===== src/rtl/mem_port_arb_pkg.sv =====
// Shared RAM command codes, arbiter state encoding and requester ids for the memory port arbiter.
package mem_port_arb_pkg;

  localparam logic [1:0] RAM_NONE  = 2'd0;
  localparam logic [1:0] RAM_READ  = 2'd1;
  localparam logic [1:0] RAM_WRITE = 2'd2;

  localparam logic [1:0] ARB_IDLE  = 2'd0;
  localparam logic [1:0] ARB_RWAIT = 2'd1;
  localparam logic [1:0] ARB_RESP  = 2'd2;

  localparam logic REQ_IF = 1'b0;
  localparam logic REQ_D  = 1'b1;

  // Context captured at grant; requesters may move their address/data afterwards.
  typedef struct packed {
    logic id;
    logic we;
    logic hsel;
  } req_lat_t;

  function automatic logic [15:0] half_sel(input logic [31:0] word, input logic hi);
    return hi ? word[31:16] : word[15:0];
  endfunction

endpackage


===== src/rtl/mem_port_arb_starve_pick.sv =====
// Picks fetch or data for the shared port; data wins unless fetch has been starved MAX_DBURST times.
// Latency: combinational winner, counter updates on the grant edge.
// Backpressure: grant_en low suppresses both wins and freezes the counter.
module mem_port_arb_starve_pick #(
  parameter int MAX_DBURST = 4
) (
  input  logic i_clk,
  input  logic i_rst,
  input  logic grant_en,
  input  logic if_req,
  input  logic d_req,
  output logic if_win,
  output logic d_win
);

  logic [3:0] starve_cnt;
  logic       force_if;

  assign force_if = (starve_cnt == 4'(MAX_DBURST));
  assign d_win    = grant_en && d_req && !(if_req && force_if);
  assign if_win   = grant_en && if_req && !d_win;

  // Only data grants that actually make fetch wait count toward starvation.
  always_ff @(posedge i_clk or negedge i_rst) begin
    if (!i_rst) begin
      starve_cnt <= '0;
    end else if (if_win || (d_win && !if_req)) begin
      starve_cnt <= '0;
    end else if (d_win && !force_if) begin
      starve_cnt <= starve_cnt + 4'd1;
    end
  end

endmodule


===== src/rtl/mem_port_arb.sv =====
// Shares one clocked RAM port between instruction fetch and load/store.
// Latency: grant and RAM command same cycle; read data valid RD_LAT+1 cycles after grant.
// Backpressure: no grants while a read is outstanding; requesters hold req until gnt.
module mem_port_arb
  import mem_port_arb_pkg::*;
#(
  parameter int RD_LAT     = 1,
  parameter int MAX_DBURST = 4
) (
  input  logic        i_clk,
  input  logic        i_rst,
  input  logic        i_if_req,
  input  logic [31:0] i_if_addr,
  output logic        o_if_gnt,
  output logic        o_if_rvalid,
  output logic [15:0] o_if_rdata,
  input  logic        i_d_req,
  input  logic        i_d_we,
  input  logic [31:0] i_d_addr,
  input  logic [31:0] i_d_wdata,
  output logic        o_d_gnt,
  output logic        o_d_rvalid,
  output logic [31:0] o_d_rdata,
  output logic [1:0]  o_ram_do,
  output logic [31:0] o_ram_addr,
  output logic [31:0] o_ram_val,
  input  logic [31:0] i_ram_val,
  output logic        o_busy
);

  logic [1:0] state;
  logic [2:0] lat_cnt;
  req_lat_t   lat;
  logic       grant_en;
  logic       if_win;
  logic       d_win;

  // Gating with reset keeps grants low while reset is held.
  assign grant_en = i_rst && (state != ARB_RWAIT);

  mem_port_arb_starve_pick #(
    .MAX_DBURST(MAX_DBURST)
  ) u_pick (
    .i_clk   (i_clk),
    .i_rst   (i_rst),
    .grant_en(grant_en),
    .if_req  (i_if_req),
    .d_req   (i_d_req),
    .if_win  (if_win),
    .d_win   (d_win)
  );

  assign o_if_gnt    = if_win;
  assign o_d_gnt     = d_win;
  assign o_busy      = (state == ARB_RWAIT);
  assign o_if_rvalid = (state == ARB_RESP) && (lat.id == REQ_IF);
  assign o_d_rvalid  = (state == ARB_RESP) && (lat.id == REQ_D) && !lat.we;

  always_comb begin
    o_ram_do   = RAM_NONE;
    o_ram_addr = '0;
    o_ram_val  = '0;
    if (d_win) begin
      o_ram_do   = i_d_we ? RAM_WRITE : RAM_READ;
      o_ram_addr = i_d_addr;
      o_ram_val  = i_d_wdata;
    end else if (if_win) begin
      o_ram_do   = RAM_READ;
      o_ram_addr = i_if_addr;
    end
  end

  always_ff @(posedge i_clk or negedge i_rst) begin
    if (!i_rst) begin
      state      <= ARB_IDLE;
      lat_cnt    <= '0;
      lat        <= '0;
      o_if_rdata <= '0;
      o_d_rdata  <= '0;
    end else begin
      case (state)
        ARB_RWAIT: begin
          if (lat_cnt == 3'(RD_LAT)) begin
            state <= ARB_RESP;
            if (lat.id == REQ_IF) o_if_rdata <= half_sel(i_ram_val, lat.hsel);
            else                  o_d_rdata  <= i_ram_val;
          end else begin
            lat_cnt <= lat_cnt + 3'd1;
          end
        end
        default: begin
          // IDLE and RESP both accept a new grant; writes complete in the grant cycle.
          if (d_win || if_win) begin
            lat.id   <= d_win ? REQ_D : REQ_IF;
            lat.we   <= d_win && i_d_we;
            lat.hsel <= i_if_addr[1];
          end
          if (if_win || (d_win && !i_d_we)) begin
            state   <= ARB_RWAIT;
            lat_cnt <= 3'd1;
          end else begin
            state <= ARB_IDLE;
          end
        end
      endcase
    end
  end

endmodule


===== config.mk =====
export PLATFORM = sky130hd
export DESIGN_NAME = mem_port_arb
export DESIGN_NICKNAME = d
export VERILOG_FILES = /design/src/rtl/mem_port_arb_pkg.sv /design/src/rtl/mem_port_arb_starve_pick.sv /design/src/rtl/mem_port_arb.sv
export SDC_FILE = /design/constraint.sdc
export NUM_CORES = 1
export LEC_CHECK = 0
export CAP_MARGIN = 10
export CORE_ASPECT_RATIO = 2
export CORE_MARGIN = 2
export CORE_UTILIZATION = 34
export CTS_CLUSTER_DIAMETER = 40
export DETAILED_ROUTE_END_ITERATION = 10
export GPL_TIMING_DRIVEN = 0
export PLACE_DENSITY = 0.81
export SLEW_MARGIN = 20
export SYNTH_ARGS = -nofsm -noshare
export SYNTH_HDL_FRONTEND = slang
export SYNTH_HIERARCHICAL = 1
export SYNTH_SLANG_ARGS = --single-unit

===== constraint.sdc =====
create_clock -name i_clk -period 3 [get_ports i_clk]
set_clock_uncertainty 0.1 [all_clocks]
set_input_delay 0.6 -clock i_clk [delete_from_list [all_inputs] [get_ports i_clk]]
set_output_delay 0.6 -clock i_clk [all_outputs]
set_load 0.03 [all_outputs]

* Yosys cells after proc, flatten, opt, wreduce, memory -nomap -nowiden
Cells that the tools add are included.
** Word-level totals
- Register bits :: 60
- Output and inout port bits :: 119
- Word-level logic and storage cells :: 63
** Cells by class
- $add $sub $neg :: 2
- Equal/unequal tests :: 7
- Mux-type cells :: 16
- Bitwise operators :: 2
- Reductions and logical operators :: 28
** Operators with widths (count)
- $mux W32 :: 3
- $mux W16 :: 1
- $logic_and A1 B1 Y1 :: 13
- $mux W3 :: 3
- $mux W2 :: 4
- $mux W4 :: 2
- $logic_not A1 Y1 :: 6
- $reduce_and A3 Y1 :: 2
- $add A4 B1 Y4 const B :: 1
- $eq A4 B3 Y1 const B :: 1
- $ne A2 B1 Y1 const B :: 2
- $reduce_and A2 Y1 :: 2
- $reduce_bool A2 Y1 :: 2
- $add A3 B1 Y3 const B :: 1
- $eq A3 B1 Y1 const B :: 1
- $logic_or A1 B1 Y1 :: 3
- $mux W1 :: 3
- $eq A2 B1 Y1 const B :: 1
- $eq A2 B2 Y1 const B :: 1
- $ne A2 B2 Y1 const B :: 1
- $not A1 Y1 :: 2

* Longest topological paths before layout
- Depth in word-level cells :: 9
- Mapped depth :: 10
- Depth with buffers taken out :: 8

* Hierarchy
Netlist, hierarchy kept.
** Modules (own cells, without submodules)
- mem_port_arb :: times used 1, cells an instance 257, area each 3026.7 sq um, sequential area each 1401.3 sq um
- mem_port_arb_starve_pick :: times used 1, cells an instance 32, area each 269.0 sq um, sequential area each 100.1 sq um

* Least setup slack after synthesis
Ideal clock, no wire load.
- Kind :: input port to output port
- Start :: input port i_rst
- End :: output port o_ram_do[0]
- Arrival :: 2.507 ns
- Data required time :: 2.300 ns
- Setup slack :: -0.207 ns
- Stages :: 8
- Path buffers :: 3
- Cells stage by stage :: and2_1 -> nand2_1 -> a21oi_1 -> clkbuf_1 -> buf_2 -> clkbuf_1 -> nor2_1 -> nor2_1
** Between the ends
- Longest elaborated chain between the ends :: 7
- Elaborated cells on any way between the ends :: 8
** RTL lines
- start, declared :: RTL line mem_port_arb.sv:11 : input logic i_rst,
- $logic_and A1 B1 Y1 * :: RTL line mem_port_arb.sv:39 : assign grant_en = i_rst && (state != ARB_RWAIT);
- $logic_and A1 B1 Y1 * (2 in a row) :: RTL line mem_port_arb_starve_pick.sv:20 : assign d_win = grant_en && d_req && !(if_req && force_if);
- net o_d_gnt :: RTL line mem_port_arb.sv:21 : output logic o_d_gnt,
- $logic_not A1 Y1 :: RTL line mem_port_arb_starve_pick.sv:21 : assign if_win = grant_en && if_req && !d_win;
- $logic_and A1 B1 Y1 :: RTL line mem_port_arb_starve_pick.sv:21
- $mux W1 :: RTL line mem_port_arb.sv:67 : end else if (if_win) begin
- $mux W2 * :: RTL line mem_port_arb.sv:63 : if (d_win) begin
- end, declared :: RTL line mem_port_arb.sv:24 : output logic [1:0] o_ram_do,
The timed path passes the listed nets; every way through them passes the cells marked *.

* Final worst setup path
- Start :: register u_pick.starve_cnt[0]
- End :: output port o_ram_addr[30]
** Between the ends
- Longest elaborated chain between the ends :: 8
** RTL lines
- start, declared :: RTL line mem_port_arb_starve_pick.sv:16 : logic [3:0] starve_cnt;
- start signal, assigned :: RTL line mem_port_arb_starve_pick.sv:30 : starve_cnt <= starve_cnt + 4'd1;
- $eq A4 B3 Y1 * :: RTL line mem_port_arb_starve_pick.sv:19 : assign force_if = (starve_cnt == 4'(MAX_DBURST));
- $logic_and A1 B1 Y1 * :: RTL line mem_port_arb_starve_pick.sv:20
- $logic_not A1 Y1 * :: RTL line mem_port_arb_starve_pick.sv:20
- $logic_and A1 B1 Y1 * :: RTL line mem_port_arb_starve_pick.sv:20
- $logic_not A1 Y1 :: RTL line mem_port_arb_starve_pick.sv:21
- $logic_and A1 B1 Y1 :: RTL line mem_port_arb_starve_pick.sv:21
- $mux W32 :: RTL line mem_port_arb.sv:67
- $mux W32 * :: RTL line mem_port_arb.sv:63
- end, declared :: RTL line mem_port_arb.sv:25 : output logic [31:0] o_ram_addr,
Every way passes the cells marked *; elsewhere a longest branch is shown, timed or not.

==> impl_metrics.yaml <==
die:
  row_count: 50
  fp.coreArea_sq_mm: 0.009384
  fp.dieArea_sq_mm: 0.01054
  initial_utilization: 0.3512
  die_width_um: 73.62
  io_pins: 252
  die_h_um: 143.2
timing:
  fmax_ghz: 0.3453
  period_minus_slack_ps: 2896
  post-route-worst-setup-slack_ps: 103.9
  period_share: 0.9654
  final-setup-viol-count: 0
  tightestPinTransition_ps: 426.6
  hold_viol: 0
  slew_violations: 0
  relSlewSlack: 0.7131
cts:
  htreeDepth: 3
  cts_tree: "built"
  cts_buffers: 9
  clk_latency_ps: 330
  clkSinkCount: 60
  clockBufferDepth: 2
  cts.reportedPaths.clkPinSlew_ps: 50
  cts-root-buf: "clkbuf_16"
hold_path:
  hold_class: "input pin to asynchronous set/reset pin"
global_route:
  grt_pass1_wl_um: 20090
  antenna_found_initial: 0
  grt_max_degree: 28
  overflow: 0
  gr-usage-all-layers: 0.2667
  grt_pass1_vias: 3457
route:
  antenna_left: 0
  post_drt_wl_per_cell_um: 20.88
  drc: 0
  drt-vias-per-instance: 5.145
  drt_first_pass_iters: 4
  vias: 3432
  routed_wl_um: 13930
  dr.first_iter.drc_count: 151
setup_path:
  timing.rr.start: "u_pick/starve_cnt[0]$_DFFE_PN0P_"
  endpoint_kind: "primary output"
  reg2reg_depth: 9
  required_ps: 2300
  cp_common_cell: "buf_4"
  crit_arrival_ps: 2200
  max_stage_delay_ps: 350
  r2r_slack_ps: 1030
  crit_slowest_cell: "dfrtp_1"
  cp_max_fo: 10
  timing.rr.end: "lat_cnt[0]$_DFFE_PN0P_"
  worstSetupPathType: "flip-flop to primary output"
  crit_chain: "inv_1 -> ha_1 -> nand2_1 -> nor2_4 -> a21oi_2 -> clkbuf_8 -> buf_4 -> clkbuf_4 -> a22o_1 -> buf_4"
  startpoint_type: "flip-flop"
finish:
  nets: 696
  fin_area_sq_mm: 0.006171
  final_cells: 667
  layout_common_cells: "180 x clkdlybuf4s50_1, 60 x dfrtp_1, 52 x buf_2"
  area_growth_pct: 87.24
  final_common_cell: "clkdlybuf4s50_1"
  drive_gt1_frac: 0.2593
  num_antenna_cells: 0
placement:
  dp_hpwl_um: 11520
  pre_cts_ws_ps: -1159
  place_congestion: 0.8698
  portBuffers: 251
  dp_cells: 645
  placed_cell_area_sq_mm: 0.005971
outcome:
  status: "finished clean"
power:
  p_leak_nw: 2.934
  vdd_drop_max_mv: 0.4946
  total_power_w: 0.006149
  powerDensity_mw_per_mm2: 996.4
synth:
  ys_ff_latch: 60
  postSynthAreaPerCell_sq_um: 11.40
  seq_area_frac_synth: 0.4556
  synth_mux_area_frac: 0.2016
  syn_inst: 289
  synth-simple-area-share: 0.1162
  synth_cell_types: 33
  synth_fa_ha_area_frac: 0.01519
  synth_compound_area_frac: 0.1648
  synth.cell_area_sq_mm: 0.003296
  ys_warn_count: 6
  synthesis.nets: 426
  synthXorXnorAreaFrac: 0
  synth_top_family_by_area: "multiplexers"
run:
  drv_cap: 0
[metrics by stage]
| stage | TNS [ps] | hold WS (ps) | util |
|---|---|---|---|
| 6_report | 0 | 113.5 | 0.6576 |
| 2_1_floorplan | 0 | 204.4 | - |
| 3_3_place_gp | -261530 | 387.6 | 0.6336 |
| 5_1_grt | -18.83 | 111.0 | 0.6576 |
| 3_5_place_dp | -66580 | 329.9 | 0.6363 |
| 4_1_cts | 0 | 105.3 | 0.6525 |
[how the worst max path moves through the flow]
stage	start	to	slack, ps
after floorplan	i_rst	o_ram_do[0]	9
after global placement	i_rst	o_ram_addr[30]	-3250
after detailed placement	i_rst	o_ram_addr[28]	-1160
after CTS	state[1]$_DFFE_PN0P_	o_ram_addr[30]	5
after global routing	u_pick/starve_cnt[0]$_DFFE_PN0P_	o_ram_addr[26]	-4
final	u_pick/starve_cnt[0]$_DFFE_PN0P_	o_ram_addr[30]	100
[critical path, delay by kind of cell, from the launching register on]
kind | cells | cell delay [ps]
compound gates | 2 | 360
fa+ha+maj | 1 | 200
buf+inv | 5 | 760
flops | 1 | 350
simple gates | 2 | 190
[flip-flops by register name (all words and copies together) (netlist names)]
register and count:
lat_cnt 3, o_d_rdata 32, state 2, lat 3, o_if_rdata 16, u_pick/starve_cnt 4
[routing by layer]
metal	share of wire	routed length, um	vias to the layer above	global-route usage
met2	0.51	7074	222	0.4549
met3	0.11	1595	16	0.08539
met4	0.018	248	0	0.08708
met1	0.36	5008	1620	0.3091
met5	0	0	-	0
li1	-	-	1574	-
[logic make-up after synthesis]
group,after synthesis
mux,51
simple gates,63
fa+ha+maj,4
compound gates,80
flops,60
buf+inv,31
[repair_timing]
item / in CTS / in global routing
setup endpoints to repair: 69 / 66
setup buffers: 2 / 2
endpoints found under the hold margin: 6 / 0
pin swaps: 0 / 0
hold buffers: 1 / 0
resized for setup: 354 / 13
gates cloned: 2 / 0
[report_power, final]
part | internal [W] | switching (W) | total, W | leakage [nW]
Combinational | 0.00166 | 0.00197 | 0.00363 | 2.07
Sequential | 0.00122 | 0.000250 | 0.00147 | 0.719
Clock | 0.000706 | 0.000344 | 0.00105 | 0.149
Total | 0.00358 | 0.00257 | 0.00615 | 2.93
[layout make-up]
type / count / area (sq um)
buffer: 21 / 150.1
clock buffer: 14 / 274.0
clock inverter: 1 / 30.03
fill: 763 / 3213
inverter: 10 / 42.54
multi-input combinational: 198 / 1680
sequential: 60 / 1501
tap: 104 / 130.1
timing repair buffer: 259 / 2362
[synth_stat cells]
cell type,instances,share of area
and2_1,34,0.065
o21ai_1,4,0.0061
nand2b_1,1,0.0019
o31ai_2,1,0.0038
buf_4,1,0.0023
nor2_1,4,0.0046
a22oi_1,1,0.0023
mux2_4,30,0.14
nand4bb_1,1,0.0034
or3_1,1,0.0019
nand2_1,9,0.010
mux2i_1,18,0.055
clkinv_4,1,0.0027
nand2b_2,1,0.0027
and3_2,1,0.0023
a22o_1,34,0.090
buf_2,5,0.0076
inv_1,9,0.010
dfrtp_1,60,0.46
mux2_2,3,0.010
nand3_1,1,0.0015
o21ai_0,35,0.053
o31ai_1,2,0.0046
nor3b_1,2,0.0046
nor4bb_1,1,0.0030
clkbuf_1,12,0.014
ha_1,4,0.015
nand3b_1,2,0.0046
nand2_4,1,0.0034
buf_6,3,0.010
nor2b_1,3,0.0057
a21oi_1,3,0.0046
nand4_1,1,0.0019
No activity file was read; power rests on OpenSTA's default activity.
